## src/rtl/uart_tx_pkg.sv

```systemverilog
// -----------------------------------------------------------------------------
// uart_tx_pkg
// Shared types and constants for the UART TX scheduler slice.
//   arb_state_t        : requester arbiter states
//   drain_state_t      : FIFO-to-transmitter drain states
//   UART_TX_FIFO_DEPTH : default TX FIFO depth
// No ports.
// -----------------------------------------------------------------------------
package uart_tx_pkg;

    localparam int UART_TX_FIFO_DEPTH = 16;

    typedef enum logic {
        ARB_IDLE,
        ARB_OWN
    } arb_state_t;

    typedef enum logic [1:0] {
        D_IDLE,
        D_PRESENT,
        D_HOLD
    } drain_state_t;

endpackage

```

## src/rtl/uart_tx_sched_if.sv

```systemverilog
// -----------------------------------------------------------------------------
// uart_tx_sched_if
// Bundles the requester and transmitter-side signals of uart_tx_sched.
//   req_valid/req_data/req_last/req_ready : NREQ byte-stream requesters
//   tx_pop/tx_sreg_empty                  : from the TX shifter
//   tx_din/tx_thre/temt                   : to the TX shifter / LSR
//   fifo_level/grant_id                   : status
//   fifo_flush                            : only when UART_TX_SCHED_FLUSH_EN defined
// Modports: master = sources/transmitter side, slave = scheduler.
// -----------------------------------------------------------------------------
interface uart_tx_sched_if #(
    parameter int NREQ  = 4,
    parameter int LVL_W = 5
);

    logic [NREQ-1:0]   req_valid;
    logic [8*NREQ-1:0] req_data;
    logic [NREQ-1:0]   req_last;
    logic [NREQ-1:0]   req_ready;
    logic              tx_pop;
    logic              tx_sreg_empty;
    logic [7:0]        tx_din;
    logic              tx_thre;
    logic [LVL_W-1:0]  fifo_level;
    logic [2:0]        grant_id;
    logic              temt;
`ifdef UART_TX_SCHED_FLUSH_EN
    logic              fifo_flush;

    modport master (
        output req_valid, req_data, req_last, tx_pop, tx_sreg_empty, fifo_flush,
        input  req_ready, tx_din, tx_thre, fifo_level, grant_id, temt
    );
    modport slave (
        input  req_valid, req_data, req_last, tx_pop, tx_sreg_empty, fifo_flush,
        output req_ready, tx_din, tx_thre, fifo_level, grant_id, temt
    );
`else
    modport master (
        output req_valid, req_data, req_last, tx_pop, tx_sreg_empty,
        input  req_ready, tx_din, tx_thre, fifo_level, grant_id, temt
    );
    modport slave (
        input  req_valid, req_data, req_last, tx_pop, tx_sreg_empty,
        output req_ready, tx_din, tx_thre, fifo_level, grant_id, temt
    );
`endif

endinterface

```

## src/rtl/uart_tx_fifo.sv

```systemverilog
// -----------------------------------------------------------------------------
// uart_tx_fifo
// Synchronous byte FIFO with occupancy count. Head is read combinationally.
// Ports:
//   clk, rst (async, active-high)
//   i_push, i_din   : write one byte (caller guarantees not full)
//   i_retire        : drop the head byte (caller guarantees not empty)
//   i_flush         : empty the FIFO; wins over push/retire
//   o_head          : byte at the read pointer
//   o_level         : occupancy 0..DEPTH
//   o_full, o_empty : occupancy flags
// -----------------------------------------------------------------------------
module uart_tx_fifo
    import uart_tx_pkg::*;
#(
    parameter int DEPTH = UART_TX_FIFO_DEPTH,
    parameter int LVL_W = $clog2(DEPTH) + 1
) (
    input  logic             clk,
    input  logic             rst,
    input  logic             i_push,
    input  logic [7:0]       i_din,
    input  logic             i_retire,
    input  logic             i_flush,
    output logic [7:0]       o_head,
    output logic [LVL_W-1:0] o_level,
    output logic             o_full,
    output logic             o_empty
);

    localparam int PTR_W = $clog2(DEPTH);

    logic [7:0]       r_mem [DEPTH];
    logic [PTR_W-1:0] r_wr_ptr;
    logic [PTR_W-1:0] r_rd_ptr;
    logic [LVL_W-1:0] r_level;
    logic             w_push;
    logic             w_retire;

    assign w_push   = i_push & ~i_flush;
    assign w_retire = i_retire & ~i_flush;

    always_ff @(posedge clk) begin
        if (w_push) begin
            r_mem[r_wr_ptr] <= i_din;
        end
    end

    always_ff @(posedge clk or posedge rst) begin
        if (rst) begin
            r_wr_ptr <= '0;
            r_rd_ptr <= '0;
            r_level  <= '0;
        end else if (i_flush) begin
            r_wr_ptr <= '0;
            r_rd_ptr <= '0;
            r_level  <= '0;
        end else begin
            if (w_push) begin
                r_wr_ptr <= r_wr_ptr + 1'b1;
            end
            if (w_retire) begin
                r_rd_ptr <= r_rd_ptr + 1'b1;
            end
            case ({w_push, w_retire})
                2'b10:   r_level <= r_level + 1'b1;
                2'b01:   r_level <= r_level - 1'b1;
                default: r_level <= r_level;
            endcase
        end
    end

    assign o_head  = r_mem[r_rd_ptr];
    assign o_level = r_level;
    assign o_full  = (r_level == LVL_W'(DEPTH));
    assign o_empty = (r_level == '0);

endmodule

```

## src/rtl/uart_tx_sched.sv

```systemverilog
// -----------------------------------------------------------------------------
// uart_tx_sched
// Multi-requester front end for the 16550-style UART transmitter. Round-robin
// arbitrates NREQ byte streams into a shared TX FIFO with packet atomicity and
// presents the FIFO head as tx_din/tx_thre, retiring a byte per tx_pop pulse.
// Ports:
//   clk  : system clock
//   rst  : asynchronous reset, active-high
//   bus  : uart_tx_sched_if.slave (requester handshake, transmitter side,
//          fifo_level, grant_id, temt)
// Build option: define UART_TX_SCHED_FLUSH_EN to add bus.fifo_flush, a
// one-cycle pulse that empties the FIFO and aborts the current packet.
// -----------------------------------------------------------------------------
module uart_tx_sched
    import uart_tx_pkg::*;
#(
    parameter int NREQ       = 4,
    parameter int FIFO_DEPTH = UART_TX_FIFO_DEPTH,
    parameter int LVL_W      = $clog2(FIFO_DEPTH) + 1
) (
    input  logic             clk,
    input  logic             rst,
    uart_tx_sched_if.slave   bus
);

    localparam int IDX_W = (NREQ > 1) ? $clog2(NREQ) : 1;

    arb_state_t       r_arb, w_arb_next;
    drain_state_t     r_drain, w_drain_next;
    logic [IDX_W-1:0] r_owner, w_owner_next;
    logic [IDX_W-1:0] r_last_grant, w_last_next;
    logic [IDX_W-1:0] w_pick, w_idx;
    logic             w_found;
    logic [NREQ-1:0]  w_ready;
    logic             w_push;
    logic             w_retire;
    logic             w_flush;
    logic             w_hold_idle;
    logic             r_pop_q;
    logic             w_pop_rise;
    logic             w_pop_fall;
    logic [7:0]       w_head;
    logic [7:0]       w_push_data;
    logic [LVL_W-1:0] w_level;
    logic             w_full;
    logic             w_empty;

`ifdef UART_TX_SCHED_FLUSH_EN
    logic r_flush_hold;

    assign w_flush = bus.fifo_flush;

    // After a flush the transmitter may still be mid-pop; keep the drain idle
    // until that pop level drops so a stale falling edge cannot retire a byte.
    always_ff @(posedge clk or posedge rst) begin
        if (rst) begin
            r_flush_hold <= 1'b0;
        end else if (w_flush) begin
            r_flush_hold <= 1'b1;
        end else if (!bus.tx_pop) begin
            r_flush_hold <= 1'b0;
        end
    end

    assign w_hold_idle = r_flush_hold;
`else
    assign w_flush     = 1'b0;
    assign w_hold_idle = 1'b0;
`endif

    uart_tx_fifo #(
        .DEPTH (FIFO_DEPTH),
        .LVL_W (LVL_W)
    ) u_fifo (
        .clk      (clk),
        .rst      (rst),
        .i_push   (w_push),
        .i_din    (w_push_data),
        .i_retire (w_retire),
        .i_flush  (w_flush),
        .o_head   (w_head),
        .o_level  (w_level),
        .o_full   (w_full),
        .o_empty  (w_empty)
    );

    assign w_push_data = bus.req_data[{r_owner, 3'b000} +: 8];

    // ---------------- arbiter ----------------
    always_ff @(posedge clk or posedge rst) begin
        if (rst) begin
            r_arb        <= ARB_IDLE;
            r_owner      <= '0;
            r_last_grant <= IDX_W'(NREQ - 1);
        end else begin
            r_arb        <= w_arb_next;
            r_owner      <= w_owner_next;
            r_last_grant <= w_last_next;
        end
    end

    always_comb begin
        w_arb_next   = r_arb;
        w_owner_next = r_owner;
        w_last_next  = r_last_grant;
        w_ready      = '0;
        w_push       = 1'b0;
        w_found      = 1'b0;
        w_pick       = '0;
        w_idx        = '0;

        // Rotating priority: first valid requester after the last grant.
        for (int unsigned k = 1; k <= NREQ; k++) begin
            w_idx = IDX_W'((32'(r_last_grant) + k) % NREQ);
            if (!w_found && bus.req_valid[w_idx]) begin
                w_found = 1'b1;
                w_pick  = w_idx;
            end
        end

        case (r_arb)
            ARB_IDLE: begin
                if (w_found) begin
                    w_owner_next = w_pick;
                    w_arb_next   = ARB_OWN;
                end
            end
            ARB_OWN: begin
                w_ready[r_owner] = ~w_full & ~w_flush;
                w_push           = bus.req_valid[r_owner] & ~w_full & ~w_flush;
                if (w_push && bus.req_last[r_owner]) begin
                    w_last_next = r_owner;
                    w_arb_next  = ARB_IDLE;
                end
            end
            default: w_arb_next = ARB_IDLE;
        endcase

        if (w_flush) begin
            w_arb_next = ARB_IDLE;
            if (r_arb == ARB_OWN) begin
                w_last_next = r_owner;
            end
        end
    end

    // ---------------- drain ----------------
    assign w_pop_rise = bus.tx_pop & ~r_pop_q;
    assign w_pop_fall = ~bus.tx_pop & r_pop_q;

    always_ff @(posedge clk or posedge rst) begin
        if (rst) begin
            r_drain <= D_IDLE;
            r_pop_q <= 1'b0;
        end else begin
            r_drain <= w_drain_next;
            r_pop_q <= bus.tx_pop;
        end
    end

    always_comb begin
        w_drain_next = r_drain;
        w_retire     = 1'b0;
        case (r_drain)
            D_IDLE: begin
                if (!w_empty && !w_hold_idle) begin
                    w_drain_next = D_PRESENT;
                end
            end
            D_PRESENT: begin
                if (w_pop_rise) begin
                    w_drain_next = D_HOLD;
                end
            end
            D_HOLD: begin
                if (w_pop_fall) begin
                    w_retire = 1'b1;
                    // Still non-empty after this retire unless it held the
                    // last byte and nothing is being pushed alongside it.
                    if (w_level != LVL_W'(1) || w_push) begin
                        w_drain_next = D_PRESENT;
                    end else begin
                        w_drain_next = D_IDLE;
                    end
                end
            end
            default: w_drain_next = D_IDLE;
        endcase

        if (w_flush) begin
            w_drain_next = D_IDLE;
            w_retire     = 1'b0;
        end
    end

    // ---------------- outputs ----------------
    // thre comes straight off the registered level, so it moves on the same
    // edge that commits a push or retire. Head is frozen in D_HOLD because the
    // read pointer only moves on the retiring edge.
    assign bus.req_ready  = w_ready;
    assign bus.tx_thre    = w_empty;
    assign bus.tx_din     = w_empty ? 8'h00 : w_head;
    assign bus.fifo_level = w_level;
    assign bus.grant_id   = 3'(r_owner);
    assign bus.temt       = w_empty & bus.tx_sreg_empty;

endmodule

```

## src/flat_wrapper.sv

```systemverilog
// flat-port wrapper written by rule: the top's interface ports become plain ports
module uart_tx_sched_flat import uart_tx_pkg::*;
#(
    parameter int NREQ       = 4,
    parameter int FIFO_DEPTH = UART_TX_FIFO_DEPTH,
    parameter int LVL_W      = $clog2(FIFO_DEPTH) + 1
)
  (clk, rst, bus_req_valid, bus_req_data, bus_req_last, bus_tx_pop, bus_tx_sreg_empty, bus_req_ready, bus_tx_din, bus_tx_thre, bus_fifo_level, bus_grant_id, bus_temt);
  uart_tx_sched_if #(.NREQ(NREQ), .LVL_W(LVL_W)) bus_i ();
  input  logic clk;
  input  logic rst;
  input wire logic [$bits(bus_i.req_valid)-1:0] bus_req_valid;
  input wire logic [$bits(bus_i.req_data)-1:0] bus_req_data;
  input wire logic [$bits(bus_i.req_last)-1:0] bus_req_last;
  input wire logic [$bits(bus_i.tx_pop)-1:0] bus_tx_pop;
  input wire logic [$bits(bus_i.tx_sreg_empty)-1:0] bus_tx_sreg_empty;
  output wire logic [$bits(bus_i.req_ready)-1:0] bus_req_ready;
  output wire logic [$bits(bus_i.tx_din)-1:0] bus_tx_din;
  output wire logic [$bits(bus_i.tx_thre)-1:0] bus_tx_thre;
  output wire logic [$bits(bus_i.fifo_level)-1:0] bus_fifo_level;
  output wire logic [$bits(bus_i.grant_id)-1:0] bus_grant_id;
  output wire logic [$bits(bus_i.temt)-1:0] bus_temt;
  assign bus_i.req_valid = bus_req_valid;
  assign bus_i.req_data = bus_req_data;
  assign bus_i.req_last = bus_req_last;
  assign bus_i.tx_pop = bus_tx_pop;
  assign bus_i.tx_sreg_empty = bus_tx_sreg_empty;
  assign bus_req_ready = bus_i.req_ready;
  assign bus_tx_din = bus_i.tx_din;
  assign bus_tx_thre = bus_i.tx_thre;
  assign bus_fifo_level = bus_i.fifo_level;
  assign bus_grant_id = bus_i.grant_id;
  assign bus_temt = bus_i.temt;
  uart_tx_sched #(.NREQ(NREQ), .FIFO_DEPTH(FIFO_DEPTH), .LVL_W(LVL_W)) u_core (.clk(clk), .rst(rst), .bus(bus_i));
endmodule
```

## config.mk

```make
export PLATFORM = sky130hd
export DESIGN_NAME = uart_tx_sched_flat
export DESIGN_NICKNAME = d
export VERILOG_FILES = /design/src/rtl/uart_tx_pkg.sv /design/src/rtl/uart_tx_sched_if.sv /design/src/rtl/uart_tx_fifo.sv /design/src/rtl/uart_tx_sched.sv /design/src/flat_wrapper.sv
export SDC_FILE = /design/constraint.sdc
export NUM_CORES = 1
export LEC_CHECK = 0
export ABC_AREA = 0
export BUFFER_PORTS_ARGS = -buffer_cell sky130_fd_sc_hd__buf_2
export CORE_UTILIZATION = 50
export CTS_BUF_LIST = sky130_fd_sc_hd__clkbuf_8
export CTS_CLUSTER_DIAMETER = 80
export CTS_CLUSTER_SIZE = 40
export DETAILED_ROUTE_END_ITERATION = 16
export PLACE_DENSITY = 0.78
export SYNTH_ARGS = -nofsm -noshare
export SYNTH_HDL_FRONTEND = slang
export SYNTH_SLANG_ARGS = --single-unit
export TNS_END_PERCENT = 5
```

## constraint.sdc

```tcl
create_clock -name clk -period 4.8 [get_ports clk]
set_input_delay 0.72 -clock clk [delete_from_list [all_inputs] [get_ports clk]]
set_output_delay 0.72 -clock clk [all_outputs]
set_load 0.01 [all_outputs]
```

; Word level (Yosys, flattened, before mapping)
; Memories as Yosys holds them, arrays and structs flattened.
; Index checks and enable logic that the tools add are counted.
[word_totals]
wordCells = 95
mem_bits_rw = 128
regBits = 21
input_bits = 44
out_inout_bits = 22
n_memories = 1
[mem_list]
columns = name, words, word_bits, read_ports, rd_clocked_by_memory_dff, wr, line
row1 = u_core.u_fifo.r_mem, 16, 8, 1, 0, 1, uart_tx_fifo.sv:33  ; logic [7:0] r_mem [DEPTH];
[op_classes]
n_addsub = 8
eq_ne = 9
bitwise = 9
muxes = 38
shifts = 1
n_lt_le_gt_ge = 6
reduce_logical = 15
[op_table]
columns = op, n
row1 = 32-bit by 6-bit variable part select with 8-bit output, 1
row2 = 1-bit two-way mux, 19
row3 = 2-bit by 3-bit less-than comparator with 1-bit output (second input constant), 5
row4 = 2-bit two-way mux, 7
row5 = 1-bit binary-select mux with 2-bit select, 6
row6 = 5-bit case mux with 2 select lines, 1
row7 = 4-bit by 1-bit adder with 4-bit output (second input constant), 2
row8 = 8-bit two-way mux, 1
row9 = 2-bit case mux with 3 select lines, 1
row10 = 5-bit by 1-bit adder with 5-bit output (second input constant), 1
row11 = 5-bit equality test (second input constant), 1
row12 = 1-bit logical AND, 5
row13 = 5-bit zero test, 1
row14 = 5-bit by 1-bit inequality test with 1-bit output (second input constant), 1
row15 = 5-bit by 1-bit subtractor with 5-bit output (second input constant), 1
row16 = 2-bit by 1-bit adder with 2-bit output (second input constant), 2
row17 = 2-bit adder (second input constant), 2
row18 = 1-bit bitwise AND, 4
row19 = 4-bit bitwise AND, 1
row20 = 2-bit by 1-bit equality test with 1-bit output (second input constant), 2
row21 = 2-bit equality test (second input constant), 2
row22 = 4-bit two-way mux, 1
row23 = 2-bit by 1-bit inequality test with 1-bit output (second input constant), 2
row24 = 1-bit inverter, 4
row25 = other kinds (10), 13

; Depth between registers and ports, before layout
[logic_depth]
word_depth = 15
mapped_depth = 10
ltp_nobuf = 9

; By module
; A second synthesis with hierarchy kept.
[hier_totals]
hier_cells = 406
hier_area_um2 = 6722.7
[by_module_without_submodules]
columns = mod, area_each_um2, cells_each, seq_area_each_um2, instances
row1 = uart_tx_fifo, 5850.6, 318, 4169.0, 1
row2 = uart_tx_sched, 872.1, 88, 202.7, 1

; Worst setup path after synthesis
; Ideal clock, no wire load.
[synth_path]
kind = input-to-reg
from = input bus_req_valid[2]
to = memory u_core.u_fifo.r_mem[0][0] (enable)
slack_ps = 2448
required_time_ps = 4417
path_stages = 5
setup_time_ps = 383
arrival_time_ps = 1969
path_buffers = 1
path_cell_list = mux4_2 -> and3_4 -> buf_4 -> nand2_1 -> nor3_1
[synth_via]
elab_chain_len = 6
[synth_lines]
columns = element, line
row1 = from (decl), flat_wrapper.sv:12  ; input wire logic [$bits(bus_i.req_valid)-1:0] bus_req_valid;
row2 = 1-bit binary-select mux with 2-bit select, uart_tx_sched.sv:130  ; w_push = bus.req_valid[r_owner] & ~w_full & ~w_flush;
row3 = 1-bit two-way mux (not written as such), uart_tx_sched.sv:130
row4 = 1-bit bitwise AND, uart_tx_sched.sv:130
row5 = 1-bit two-way mux, uart_tx_sched.sv:121  ; case (r_arb)
row6 = 1-bit two-way mux, uart_tx_fifo.sv:44  ; if (w_push) begin
row7 = 1-bit two-way mux (not written as such), uart_tx_fifo.sv:45  ; r_mem[r_wr_ptr] <= i_din;
row8 = to (decl), uart_tx_fifo.sv:33
; No other way between the ends. The select of a mux whose other input is x is not followed.

; Final worst setup path
[layout_path]
from = register u_core.u_fifo.r_rd_ptr[1]
to = output bus_tx_din[5]
[layout_via]
elab_chain_len = 2
[layout_lines]
columns = element, line
row1 = from (decl), uart_tx_fifo.sv:35  ; logic [PTR_W-1:0] r_rd_ptr;
row2 = from (signal assigned), uart_tx_fifo.sv:63  ; r_rd_ptr <= r_rd_ptr + 1'b1;
row3 = memory read 16 x 8 bit, n/a
row4 = 8-bit two-way mux, uart_tx_sched.sv:202  ; assign bus.tx_din = w_empty ? 8'h00 : w_head;
row5 = to (decl), flat_wrapper.sv:18  ; output wire logic [$bits(bus_i.tx_din)-1:0] bus_tx_din;
; No other way between the ends.

==> results.py <==
metrics = {
    "routing": {
        "drt-initial-drc-count": 212,
        "wirelength_um": 11800,
        "vias": 3316,
        "antenna_left": 0,
        "first_pass_iters": 4,
        "drc": 0,
        "detail_route.wl_per_cell_um": 19.9,
        "viasPerCell": 5.56,
    },
    "clocking": {
        "htreeDepth": 4,
        "numCtsBuffers": 17,
        "clk_pin_slew_ns": 0.08,
        "cts_tree": "built",
        "cts_root_buf": "clkbuf_8",
        "post_cts_resize_count": 0,
        "cts.path.max_buffers": 2,
        "clock_latency_ns": 0.44,
        "cts_hold_buf": 0,
        "cts.sinks": 149,
        "cts_setup_buffers": 0,
    },
    "synthesis": {
        "ys.flop_type": "edfxtp_1",
        "synth_edf_count": 128,
        "yosysSeqAreaShare_pct": 68.6,
        "synth.largest_area_cell": "edfxtp_1",
        "yosys.area.top_type_share_pct": 60.3,
        "yosys_warnings": 0,
        "synthArstFlopShare_pct": 14.1,
        "synth_area_um2": 6370,
        "ys_seq_elements": 149,
        "netlist_instances": 348,
        "syn_nets": 402,
        "synth_cell_type_count": 43,
        "synth_area_leaders": "edfxtp_1, mux4_2, dfrtp_1, mux2i_1, ha_1",
        "avgSynthCellArea_um2": 18.3,
    },
    "floorplan": {
        "rows": 40,
        "die_height_um": 115,
        "num_io_pins": 66,
        "core_area_um2": 12200,
        "initial_core_util_pct": 52.2,
        "die_x_um": 115,
        "dieArea_um2": 13200,
    },
    "placement": {
        "dpl-instance-area_um2": 6840,
        "portBuffers": 64,
        "dp_hpwl_um": 7970,
        "globalplace.congestion": 0.752,
    },
    "cells_and_area": {
        "n_antenna_cell": 0,
        "final_util_pct": 59.5,
        "multi_input_area_um2": 1870,
        "final_nets": 469,
        "fill_cells": 923,
        "area_growth_pct": 14.0,
        "regArea_um2": 4370,
        "fin_area_um2": 7260,
        "drive_above_1_share_pct": 34.8,
    },
    "worst_setup_path": {
        "r2r_cells": 4,
        "critPathRequiredTime_ns": 4.08,
        "critPathKind": "reg -> out",
        "r2r_end": "u_core.u_fifo.r_mem[4][3]",
        "cp_max_fo": 35,
        "cp.arrival_ns": 2.71,
        "crit_path_end_kind": "primary output",
        "crit_path_start_kind": "register",
        "r2r_slack_ns": 2.06,
        "r2r_start": "u_core.r_owner[0]",
    },
    "global_routing": {
        "grt_pass1_vias": 3464,
        "grt.total_usage_pct": 19.6,
        "globalRouteOverflowTotal": 0,
        "grt_antenna_before_repair": 0,
        "grt_pass1_wl_um": 18600,
        "grt_max_degree": 36,
    },
    "timing": {
        "fmax_ghz": 0.291,
        "setup_tns_ns": 0,
        "finalHoldViolCount": 0,
        "slew_headroom_pct": 23.0,
        "clock_skew_ns": 0.0136,
        "grt_setup_unrepaired": "no",
        "drv_slew": 0,
        "worstMarginPinSlew_ns": 1.16,
        "setup_viol": 0,
        "period_share_pct": 71.5,
        "fin_crit_ns": 3.43,
    },
    "pwr": {
        "comb_power_share_pct": 29.4,
        "p_leak_nw": 2.56,
        "finalPower_mw": 4.40,
        "seqPwrFrac_pct": 47.6,
        "p_per_area_nw_per_um2": 606,
        "switching_share_pct": 32.0,
        "switching_power_mw": 1.41,
        "clock_power_share_pct": 22.9,
        "power.internal_mw": 2.99,
        "ir_drop_mv": 0.375,
    },
    "outcome": {
        "status": "completed",
    },
    "flow_run": {
        "cap_violations": 0,
    },
    "hold_path": {
        "hold_class": "in -> async",
    },
}
-- metal layers --
layer	vias to the layer above	wire, µm	global-route usage [%]
li1	1508	-	-
met1	1691	5120	25.7
met2	105	6030	33.1
met3	12	565	4.43
met4	0	116	5.97
met5	-	0	0
-- cells by family after synthesis --
logic type	synth area share, %
adder cells (fa/ha/maj)	1.96
buffers and inverters	2.14
multiplexers	18.3
XOR/XNOR	1.51
other	0.0588
AND/OR/NAND/NOR	5.06
flip-flops	68.6
AO/OA/AOI/OAI	2.36
-- Yosys cell counts (4+ instances only) --
library cell	count
a21oi_1	4
buf_1	5
buf_2	7
clkbuf_1	6
dfrtp_1	19
edfxtp_1	128
ha_1	10
inv_1	9
mux2i_1	18
mux4_2	42
nand2_1	11
nand2b_1	4
nor2_1	18
nor3_1	6
o21ai_0	7
o22ai_1	8
xnor2_1	7
xor2_1	4
-- worst max path at each step --
stage                                         start  slack [ns]                        end  cells after the start
after floorplan                    bus_req_valid[2]        2.45  u_core.u_fifo.r_mem[0][0]                      5
after global placement    u_core.u_fifo.r_rd_ptr[1]        1.77              bus_tx_din[5]                      4
after detailed placement  u_core.u_fifo.r_rd_ptr[1]        1.76              bus_tx_din[5]                      4
after CTS                 u_core.u_fifo.r_rd_ptr[1]        1.27              bus_tx_din[5]                      4
after global routing      u_core.u_fifo.r_rd_ptr[1]        1.09              bus_tx_din[0]                      4
final                     u_core.u_fifo.r_rd_ptr[1]        1.37              bus_tx_din[5]                      4
-- critical path, cell delays in order, from the launching register on --
cell and delay [ns]:
dfrtp_2 1.11, mux4_2 0.60, mux2i_1 0.22, o22ai_1 0.16, buf_2 0.18
-- placed cells by master, fill, tap and decap left out, types with 4 or more instances in the layout --
cell type,instances
o22ai_1,8
clkinvlp_4,5
dfrtp_1,18
nor2_1,18
buf_4,5
o21ai_0,7
mux4_2,42
xnor2_1,7
nand2_1,11
bufinv_16,4
clkbuf_8,17
ha_1,10
buf_2,64
nand2b_1,4
edfxtp_1,128
inv_1,12
nor3_1,6
xor2_1,4
mux2i_1,18
a21oi_1,4
-- power groups by stage --
stage,Clock [mW],Sequential (mW),Combinational (mW)
finish,1.01,2.10,1.29
global route,1.08,2.14,1.42
CTS,1.02,2.10,1.31
detailed placement,0,2.13,1.31
global placement,0,2.12,1.27
floorplan,0,1.91,1.11
-- through the flow --
| step | setup slack [ns] | std cells | hold WS, ns |
|---|---|---|---|
| after floorplan | 2.45 | 348 | 0.451 |
| after global placement | 1.77 | 564 | 0.472 |
| after detailed placement | 1.76 | 564 | 0.498 |
| after CTS | 1.27 | 596 | 0.414 |
| after global routing | 1.09 | 596 | 0.428 |
| final | 1.37 | 596 | 0.426 |
-- area by class of cell --
| class | count | area share (%) |
|---|---|---|
| clock inverter | 15 | 2.62 |
| multi-input combinational | 169 | 25.7 |
| clock buffer | 17 | 3.22 |
| inverter | 9 | 0.465 |
| timing repair buffer | 69 | 4.93 |
| tap | 168 | 2.89 |
| sequential | 149 | 60.2 |
-- flip-flops by register name, indices dropped and copies added, names as in the netlist --
register and cells:
u_core.u_fifo.r_mem 128, u_core.u_fifo.o_level 5, u_core.u_fifo.r_rd_ptr 4, u_core.u_fifo.r_wr_ptr 4
u_core.r_drain 2, u_core.r_last_grant 2, u_core.r_owner 2, u_core.r_arb 1
u_core.r_pop_q 1
Note: power is estimated with default switching activity, not from simulation.
